[src/rtl/paddle_adc_scheduler.sv]
// Paddle ADC scheduler: alternates one 7-bit ADC between two paddle pots.
// Optional PADDLE_FILTER_EN enables a per-channel rounding average filter.
module paddle_adc_scheduler #(
  parameter int SETTLE_CYCLES = 1000,
  parameter int START_CYCLES  = 4,
  parameter int CONV_TIMEOUT  = 20000
) (
  input  logic       sys_clk,
  input  logic       reset_n,
  input  logic       enable,
  input  logic [7:0] adc_data,
  input  logic       adc_ready,
  output logic       adc_start,
  output logic       mux_sel,
  output logic [7:0] p1_value,
  output logic [7:0] p2_value,
  output logic       p1_valid,
  output logic       p2_valid,
  output logic       timeout_err
);

  localparam int MAXC_A = (SETTLE_CYCLES > START_CYCLES) ? SETTLE_CYCLES : START_CYCLES;
  localparam int MAXC   = (MAXC_A > CONV_TIMEOUT) ? MAXC_A : CONV_TIMEOUT;
  localparam int CW     = $clog2(MAXC + 1);

  localparam logic [CW-1:0] SET_LAST = CW'(SETTLE_CYCLES - 1);
  localparam logic [CW-1:0] STA_LAST = CW'(START_CYCLES - 1);
  localparam logic [CW-1:0] TO_LAST  = CW'(CONV_TIMEOUT - 1);

  localparam logic [1:0] IDLE   = 2'd0;
  localparam logic [1:0] SELECT = 2'd1;
  localparam logic [1:0] START  = 2'd2;
  localparam logic [1:0] WAIT   = 2'd3;

  logic [1:0]    state_q, state_d;
  logic [CW-1:0] cnt_q, cnt_d;
  logic          ch_q, ch_d;
  logic          mux_q, mux_d;
  logic          start_q, start_d;
  logic [7:0]    p1_q, p1_d, p2_q, p2_d;
  logic          v1_q, v1_d, v2_q, v2_d;
  logic          to_q, to_d;
  logic          s1_q, s2_q, s3_q;
  logic          rdy_edge;
  logic [7:0]    raw;
  logic          unused_data7;

  assign unused_data7 = adc_data[7];
  assign raw          = {adc_data[6:0], 1'b0};
  assign rdy_edge     = s2_q & ~s3_q;

`ifdef PADDLE_FILTER_EN
  logic pr1_q, pr1_d, pr2_q, pr2_d;

  // Rounding average, sum kept in 9 bits so 8'hFE + 8'hFE cannot wrap.
  function automatic logic [7:0] upd(input logic [7:0] old,
                                     input logic [7:0] nw,
                                     input logic       primed);
    logic [8:0] sum;
    sum = {1'b0, old} + {1'b0, nw} + 9'd1;
    return primed ? sum[8:1] : nw;
  endfunction
`endif

  always_comb begin
    state_d = state_q;
    cnt_d   = cnt_q;
    ch_d    = ch_q;
    mux_d   = mux_q;
    start_d = start_q;
    p1_d    = p1_q;
    p2_d    = p2_q;
    v1_d    = 1'b0;
    v2_d    = 1'b0;
    to_d    = 1'b0;
`ifdef PADDLE_FILTER_EN
    pr1_d   = pr1_q;
    pr2_d   = pr2_q;
`endif
    case (state_q)
      IDLE: begin
        if (enable) begin
          state_d = SELECT;
          cnt_d   = '0;
          mux_d   = ch_q;
        end
      end
      SELECT: begin
        if (cnt_q == SET_LAST) begin
          state_d = START;
          cnt_d   = '0;
          start_d = 1'b1;
        end else begin
          cnt_d = cnt_q + 1'b1;
        end
      end
      START: begin
        if (cnt_q == STA_LAST) begin
          state_d = WAIT;
          cnt_d   = '0;
          start_d = 1'b0;
        end else begin
          cnt_d = cnt_q + 1'b1;
        end
      end
      default: begin
        // A ready edge beats a simultaneous timeout.
        if (rdy_edge || cnt_q == TO_LAST) begin
          if (rdy_edge) begin
            if (ch_q) begin
`ifdef PADDLE_FILTER_EN
              p2_d  = upd(p2_q, raw, pr2_q);
              pr2_d = 1'b1;
`else
              p2_d  = raw;
`endif
              v2_d  = 1'b1;
            end else begin
`ifdef PADDLE_FILTER_EN
              p1_d  = upd(p1_q, raw, pr1_q);
              pr1_d = 1'b1;
`else
              p1_d  = raw;
`endif
              v1_d  = 1'b1;
            end
          end else begin
            to_d = 1'b1;
          end
          ch_d  = ~ch_q;
          cnt_d = '0;
          if (enable) begin
            state_d = SELECT;
            mux_d   = ~ch_q;
          end else begin
            state_d = IDLE;
          end
        end else begin
          cnt_d = cnt_q + 1'b1;
        end
      end
    endcase
  end

  always_ff @(posedge sys_clk or negedge reset_n) begin
    if (!reset_n) begin
      state_q <= IDLE;
      cnt_q   <= '0;
      ch_q    <= 1'b0;
      mux_q   <= 1'b0;
      start_q <= 1'b0;
      p1_q    <= 8'h00;
      p2_q    <= 8'h00;
      v1_q    <= 1'b0;
      v2_q    <= 1'b0;
      to_q    <= 1'b0;
      s1_q    <= 1'b0;
      s2_q    <= 1'b0;
      s3_q    <= 1'b0;
    end else begin
      state_q <= state_d;
      cnt_q   <= cnt_d;
      ch_q    <= ch_d;
      mux_q   <= mux_d;
      start_q <= start_d;
      p1_q    <= p1_d;
      p2_q    <= p2_d;
      v1_q    <= v1_d;
      v2_q    <= v2_d;
      to_q    <= to_d;
      s1_q    <= adc_ready;
      s2_q    <= s1_q;
      s3_q    <= s2_q;
    end
  end

`ifdef PADDLE_FILTER_EN
  always_ff @(posedge sys_clk or negedge reset_n) begin
    if (!reset_n) begin
      pr1_q <= 1'b0;
      pr2_q <= 1'b0;
    end else begin
      pr1_q <= pr1_d;
      pr2_q <= pr2_d;
    end
  end
`endif

  assign adc_start   = start_q;
  assign mux_sel     = mux_q;
  assign p1_value    = p1_q;
  assign p2_value    = p2_q;
  assign p1_valid    = v1_q;
  assign p2_valid    = v2_q;
  assign timeout_err = to_q;

endmodule

[config.mk]
export PLATFORM = sky130hd
export DESIGN_NAME = paddle_adc_scheduler
export DESIGN_NICKNAME = d
export VERILOG_FILES = /design/src/rtl/paddle_adc_scheduler.sv
export SDC_FILE = /design/constraint.sdc
export NUM_CORES = 1
export LEC_CHECK = 0
export CORE_ASPECT_RATIO = 0.75
export CORE_UTILIZATION = 45
export CTS_CLUSTER_SIZE = 16
export DETAILED_ROUTE_END_ITERATION = 8
export PLACE_DENSITY = 0.68
export SETUP_SLACK_MARGIN = 0.02
export SLEW_MARGIN = 10
export SYNTH_ARGS = -nofsm -noshare
export SYNTH_HDL_FRONTEND = slang
export SYNTH_SLANG_ARGS = --single-unit
[constraint.sdc]
create_clock -name sys_clk -period 2.3 [get_ports sys_clk]
set_input_delay 0.345 -clock sys_clk [delete_from_list [all_inputs] [get_ports sys_clk]]
set_output_delay 0.345 -clock sys_clk [all_outputs]
set_load 0.03 [all_outputs]
## Word level (Yosys, flattened, before mapping)

Index checks and enable logic that the tools add are counted.

- Reductions and logical operators: 13
- Eq/ne operators: 8
- Shifts and indexed selects: 0
- Mux-type cells: 29
- Multipliers: 0
- Add/subtract/negate cells: 1
- Divide/modulo/power cells: 0
- Bitwise operators: 5
- Magnitude comparators: 0

Operators by type and width:

| kind | number |
|---|---|
| 2-to-1 mux 15 bit | 4 |
| case mux 15 bit (3 select lines) | 1 |
| 2-to-1 mux 1 bit | 17 |
| adder 15 x 1 -> 15 bit, second input constant | 1 |
| == test 15 x 10 -> 1 bit, second input constant | 1 |
| == test 15 bit, second input constant | 1 |
| == test 15 x 2 -> 1 bit, second input constant | 1 |
| AND reduction 4 bit | 3 |
| 2-to-1 mux 2 bit | 4 |
| inequality test 2 bit, second input constant | 3 |
| case mux 2 bit (3 select lines) | 1 |
| AND reduction 3 bit | 2 |
| inverter 1 bit | 4 |
| case mux 1 bit (2 select lines) | 2 |
| nonzero test 2 bit | 2 |
| nonzero test 4 bit | 1 |
| OR reduction 3 bit | 1 |
| == test 2 x 1 -> 1 bit, second input constant | 1 |
| == test 2 bit, second input constant | 1 |
| logical NOT 2 bit | 1 |
| AND reduction 2 bit | 1 |
| OR reduction 2 bit | 1 |
| AND 1 bit | 1 |
| logical OR 1 bit | 1 |

- Flip-flop bits (word level): 40
- Memories kept: 0
- Word-level logic and storage cells: 69
- Memory bits (read-only): 0
- Bits in latches: 0
- Bits in writable memories: 0
- Output and inout port bits: 21

## Longest topological paths before layout

Gate-level depths: netlist of run 1.

- Depth after elaboration: 5
- Gate-level depth with buffers: 8
- Depth with buffers taken out: 7

## Least setup slack after synthesis of run 1

OpenSTA, ideal clock, no wires.

- Kind: register to register
- Start: reg cnt_q[0]
- End: reg state_q[1]
- Cell stages (with the launch flop): 7
- Slack: 0.451 ns
- Path buffers: 0
- Library setup time: 0.125 ns
- Arrival time: 1.724 ns
- Cells stage by stage: dfrtp_1 > ha_1 > nand4_1 > and4b_1 > or2_1 > o211ai_2 > mux2_4

- Word-level cells in the longest chain between the ends: 4
- Elaborated cells between the ends (all ways): 8
- Classes of those cells: 5 x eq/ne; 3 x reduce/logical

Ends and longest elaborated chain:

| what | line | text |
|---|---|---|
| start, declared | 36 | `logic [CW-1:0] cnt_q, cnt_d;` |
| start signal, assigned | 162 | `cnt_q <= cnt_d;` |
| == test 15 bit | 108 | `if (rdy_edge \|\| cnt_q == TO_LAST) begin` |
| logical OR 1 bit | 108 |  |
| nonzero test 4 bit (no source line) | -- |  |
| AND reduction 4 bit (no source line) (*) | -- |  |
| end signal, assigned | 161 | `state_q <= state_d;` |
| end, declared | 35 | `logic [1:0] state_q, state_d;` |

Every way passes the cells marked *; elsewhere a longest branch is shown, timed or not.
A chain may end at the register's enable or synchronous reset.

## Final worst setup path of run 1

Same ends and word-level chain as after synthesis.

==> results of run 1 <==
==> power by group <==
part	internal, mW	switching (mW)	total, mW
Clock	0.427	0.229	0.655
Sequential	0.712	0.00363	0.715
Combinational	0.0308	0.0403	0.0710
==> final timing paths <==
| path | start | to | slack, ns | cells past startpoint |
|---|---|---|---|---|
| setup / recovery | cnt_q[0]$_DFFE_PN0N_ | state_q[1]$_DFFE_PN0P_ | 0.25 | 6 |
| hold / removal | reset_n | cnt_q[8]$_DFFE_PN0N_ | 0.17 | 1 |
| setup reg to reg | cnt_q[0]$_DFFE_PN0N_ | state_q[1]$_DFFE_PN0P_ | 0.25 | 6 |
| hold reg to reg | s1_q$_DFF_PN0_ | s2_q$_DFF_PN0_ | 0.36 | 0 |
| max in group asynchronous | reset_n | ch_q$_DFFE_PN0P_ | 1.60 | 1 |
| min in group sys_clk | s1_q$_DFF_PN0_ | s2_q$_DFF_PN0_ | 0.36 | 0 |
==> flip-flops by register name, summed over array words and instances, names as in the netlist <==
signal       cells
p2_valid         1
ch_q             1
adc_start        1
state_q          2
s1_q             1
p1_value         7
s3_q             1
p2_value         7
p1_valid         1
s2_q             1
mux_sel          1
timeout_err      1
cnt_q           15
==> logic make-up after synthesis <==
family,share of synthesized area [%]
fa+ha+maj,3.26
mux,10.1
xor+xnor,5.03
simple gates,17.4
other cells,0.196
flops,52.2
buf+inv,3.00
compound gates,8.81
==> cell type report <==
class	count	area, µm²	share of cell area, %
Clock inverter	2	60.1	2.52
Multi-Input combinational cell	120	862	36.1
Clock buffer	5	68.8	2.88
Sequential cell	40	1000	41.9
Timing Repair Buffer	33	315	13.2
Tap cell	55	68.8	2.88
Inverter	3	11.3	0.472
==> cell usage in the layout (no fill, tap or decap), types with 3 or more instances in the layout <==
cell type and n:
nand4_1 5, dfrtp_1 40, buf_4 4, xnor2_1 3
a21oi_1 14, nor2b_1 3, nand2b_1 3, nor3_1 4
nand2_1 16, xor2_1 8, mux2_2 14, nor2_1 6
clkbuf_8 5, o21ai_0 3, nand3_1 6, clkdlybuf4s50_1 28
inv_1 3, ha_1 5
==> routing by layer <==
| layer | vias up | global-route usage, % | wire length [µm] |
|---|---|---|---|
| met5 | - | 0 | 0 |
| met1 | 666 | 24.0 | 1730 |
| met2 | 29 | 30.8 | 1800 |
| met3 | 5 | 4.65 | 162 |
| met4 | 0 | 8.36 | 46 |
| li1 | 661 | - | - |
==> through the flow <==
step / hold WS [ns] / worst slack (ns) / util [%]
final: 0.169 / 0.251 / 58.5
after global routing: 0.242 / 0.0818 / 58.5
after CTS: 0.195 / 0.250 / 58.5
after detailed placement: 0.354 / 0.220 / 55.4
after global placement: 0.340 / 0.286 / 55.4
after floorplan: 0.0494 / 0.451 / -
==> flow_metrics.env, run 1 <==
export IMPL_setup_worst_path_end_class="flop"
export IMPL_drc=0
export IMPL_die_area_um2=4530
export IMPL_fp_dieH_um=58.5
export IMPL_required_ns=2.48
export IMPL_final_fill_count=350
export IMPL_grt_pass1_wl_mm=6.42
export IMPL_postCtsResizedCells=0
export IMPL_postCtsSetupBuffers=0
export IMPL_firstDrtPassIters=4
export IMPL_syn_inst=170
export IMPL_hold_buffers=0
export IMPL_grt_max_degree=41
export IMPL_crit_type="flop to flop"
export IMPL_antenna_found_initial=0
export IMPL_diodes=0
export IMPL_die_w_um=77.4
export IMPL_crit_chain="ha_1, nand4_1, and4b_1, or2_1, o211ai_2, mux2_4"
export IMPL_instances_no_fill=258
export IMPL_seq_area_frac_synth_pct=52.2
export IMPL_rsz0062_at_grt="false"
export IMPL_finalCritPeriodShare_pct=89.1
export IMPL_postRouteAntennaNets=0
export IMPL_yosys_area_top_type_share_pct=52.2
export IMPL_start_kind="flop"
export IMPL_cts_root_buf="clkbuf_8"
export IMPL_ys_flop_type="dfrtp_1"
export IMPL_hpwlAfterDp_mm=2.78
export IMPL_ir_drop_mv=0.444
export IMPL_yosysWarnings=0
export IMPL_avgSynthCellArea_um2=11.3
export IMPL_wl_per_cell_um=14.5
export IMPL_ys_async_sr_fraction_pct=100
export IMPL_grtUsageTotal_pct=18.8
export IMPL_finalSetupViolCount=0
export IMPL_p_leak_nw=1.06
export IMPL_drive_above_1_share_pct=17.2
export IMPL_row_count=20
export IMPL_numCtsBuffers=5
export IMPL_yosysMostFrequentCell="dfrtp_1"
export IMPL_cts_sinks=40
export IMPL_portBuffers=29
export IMPL_setup_tns_ns=0
export IMPL_htree_num_levels=2
export IMPL_fin_skew_ns=0.00372
export IMPL_place_area_um2=2260
export IMPL_cpPeakStageDelay_ns=0.42
export IMPL_slowest_stage="dfrtp_1"
export IMPL_worstPathArrival_ns=2.23
export IMPL_cts_tree="yes"
export IMPL_grt_ovfl_total=0
export IMPL_viasPerCell=5.28
export IMPL_period_needed_ns=2.05
export IMPL_slew_headroom_pct=42.5
export IMPL_ios=33
export IMPL_globalplace_congestion=0.785
export IMPL_ys_seq_elements=40
export IMPL_drv_cap=0
export IMPL_synth_edf_count=0
export IMPL_core_area_um2=4080
export IMPL_yosysUniqueCellTypes=41
export IMPL_num_vias=1361
export IMPL_powerDensity_nw_per_um2=604
export IMPL_syn_to_final_growth_pct=24.5
export IMPL_ys_top_cells_by_area="dfrtp_1 52%, mux2_2 8.2%, a21oi_1 3.7%, xor2_1 3.7%, ha_1 3.3%"
export IMPL_nets=220
export IMPL_stdcell_area_um2=2390
export IMPL_status="finished clean"
export IMPL_cts_clk_slew_worst_paths_ns=0.07
export IMPL_netlist_top_cells_count="40 x dfrtp_1, 16 x nand2_1, 14 x a21oi_1, 14 x mux2_2, 8 x xor2_1"
export IMPL_initial_utilization_pct=47.0
export IMPL_critPathMaxFanout=5
export IMPL_synth_top_cell_by_area="dfrtp_1"
export IMPL_netlist_area_um2=1920
export IMPL_cts_buffer_depth=2
export IMPL_hold_viol=0
export IMPL_min_delay_path_class="input pin to asynchronous set/reset pin"
export IMPL_clock_fmax_mhz=488
export IMPL_first_iter_violations=94
export IMPL_clock_latency_ns=0.29
export IMPL_grt_pass1_vias=1386
export IMPL_critPathBufInv=0
export IMPL_tightest_slew_ns=0.862
export IMPL_drv_slew=0
export IMPL_critical_path_top_delay_family="simple AND/OR/NAND/NOR gates"
export IMPL_dp_cells=251
export IMPL_drt_total_wl_mm=3.74
export IMPL_p_total_mw=1.44
Note: power is estimated with default switching activity, not from simulation.
==> run 2, diff against run 1 <==
--- a/config.mk
+++ b/config.mk
@@ -7,7 +7,6 @@
 export LEC_CHECK = 0
 export CORE_ASPECT_RATIO = 0.75
 export CORE_UTILIZATION = 45
-export CTS_CLUSTER_SIZE = 16
 export DETAILED_ROUTE_END_ITERATION = 8
 export PLACE_DENSITY = 0.68
 export SETUP_SLACK_MARGIN = 0.02
==> results of run 2 <==
The final DEF is identical to that of run 1; final timing and power are the same.
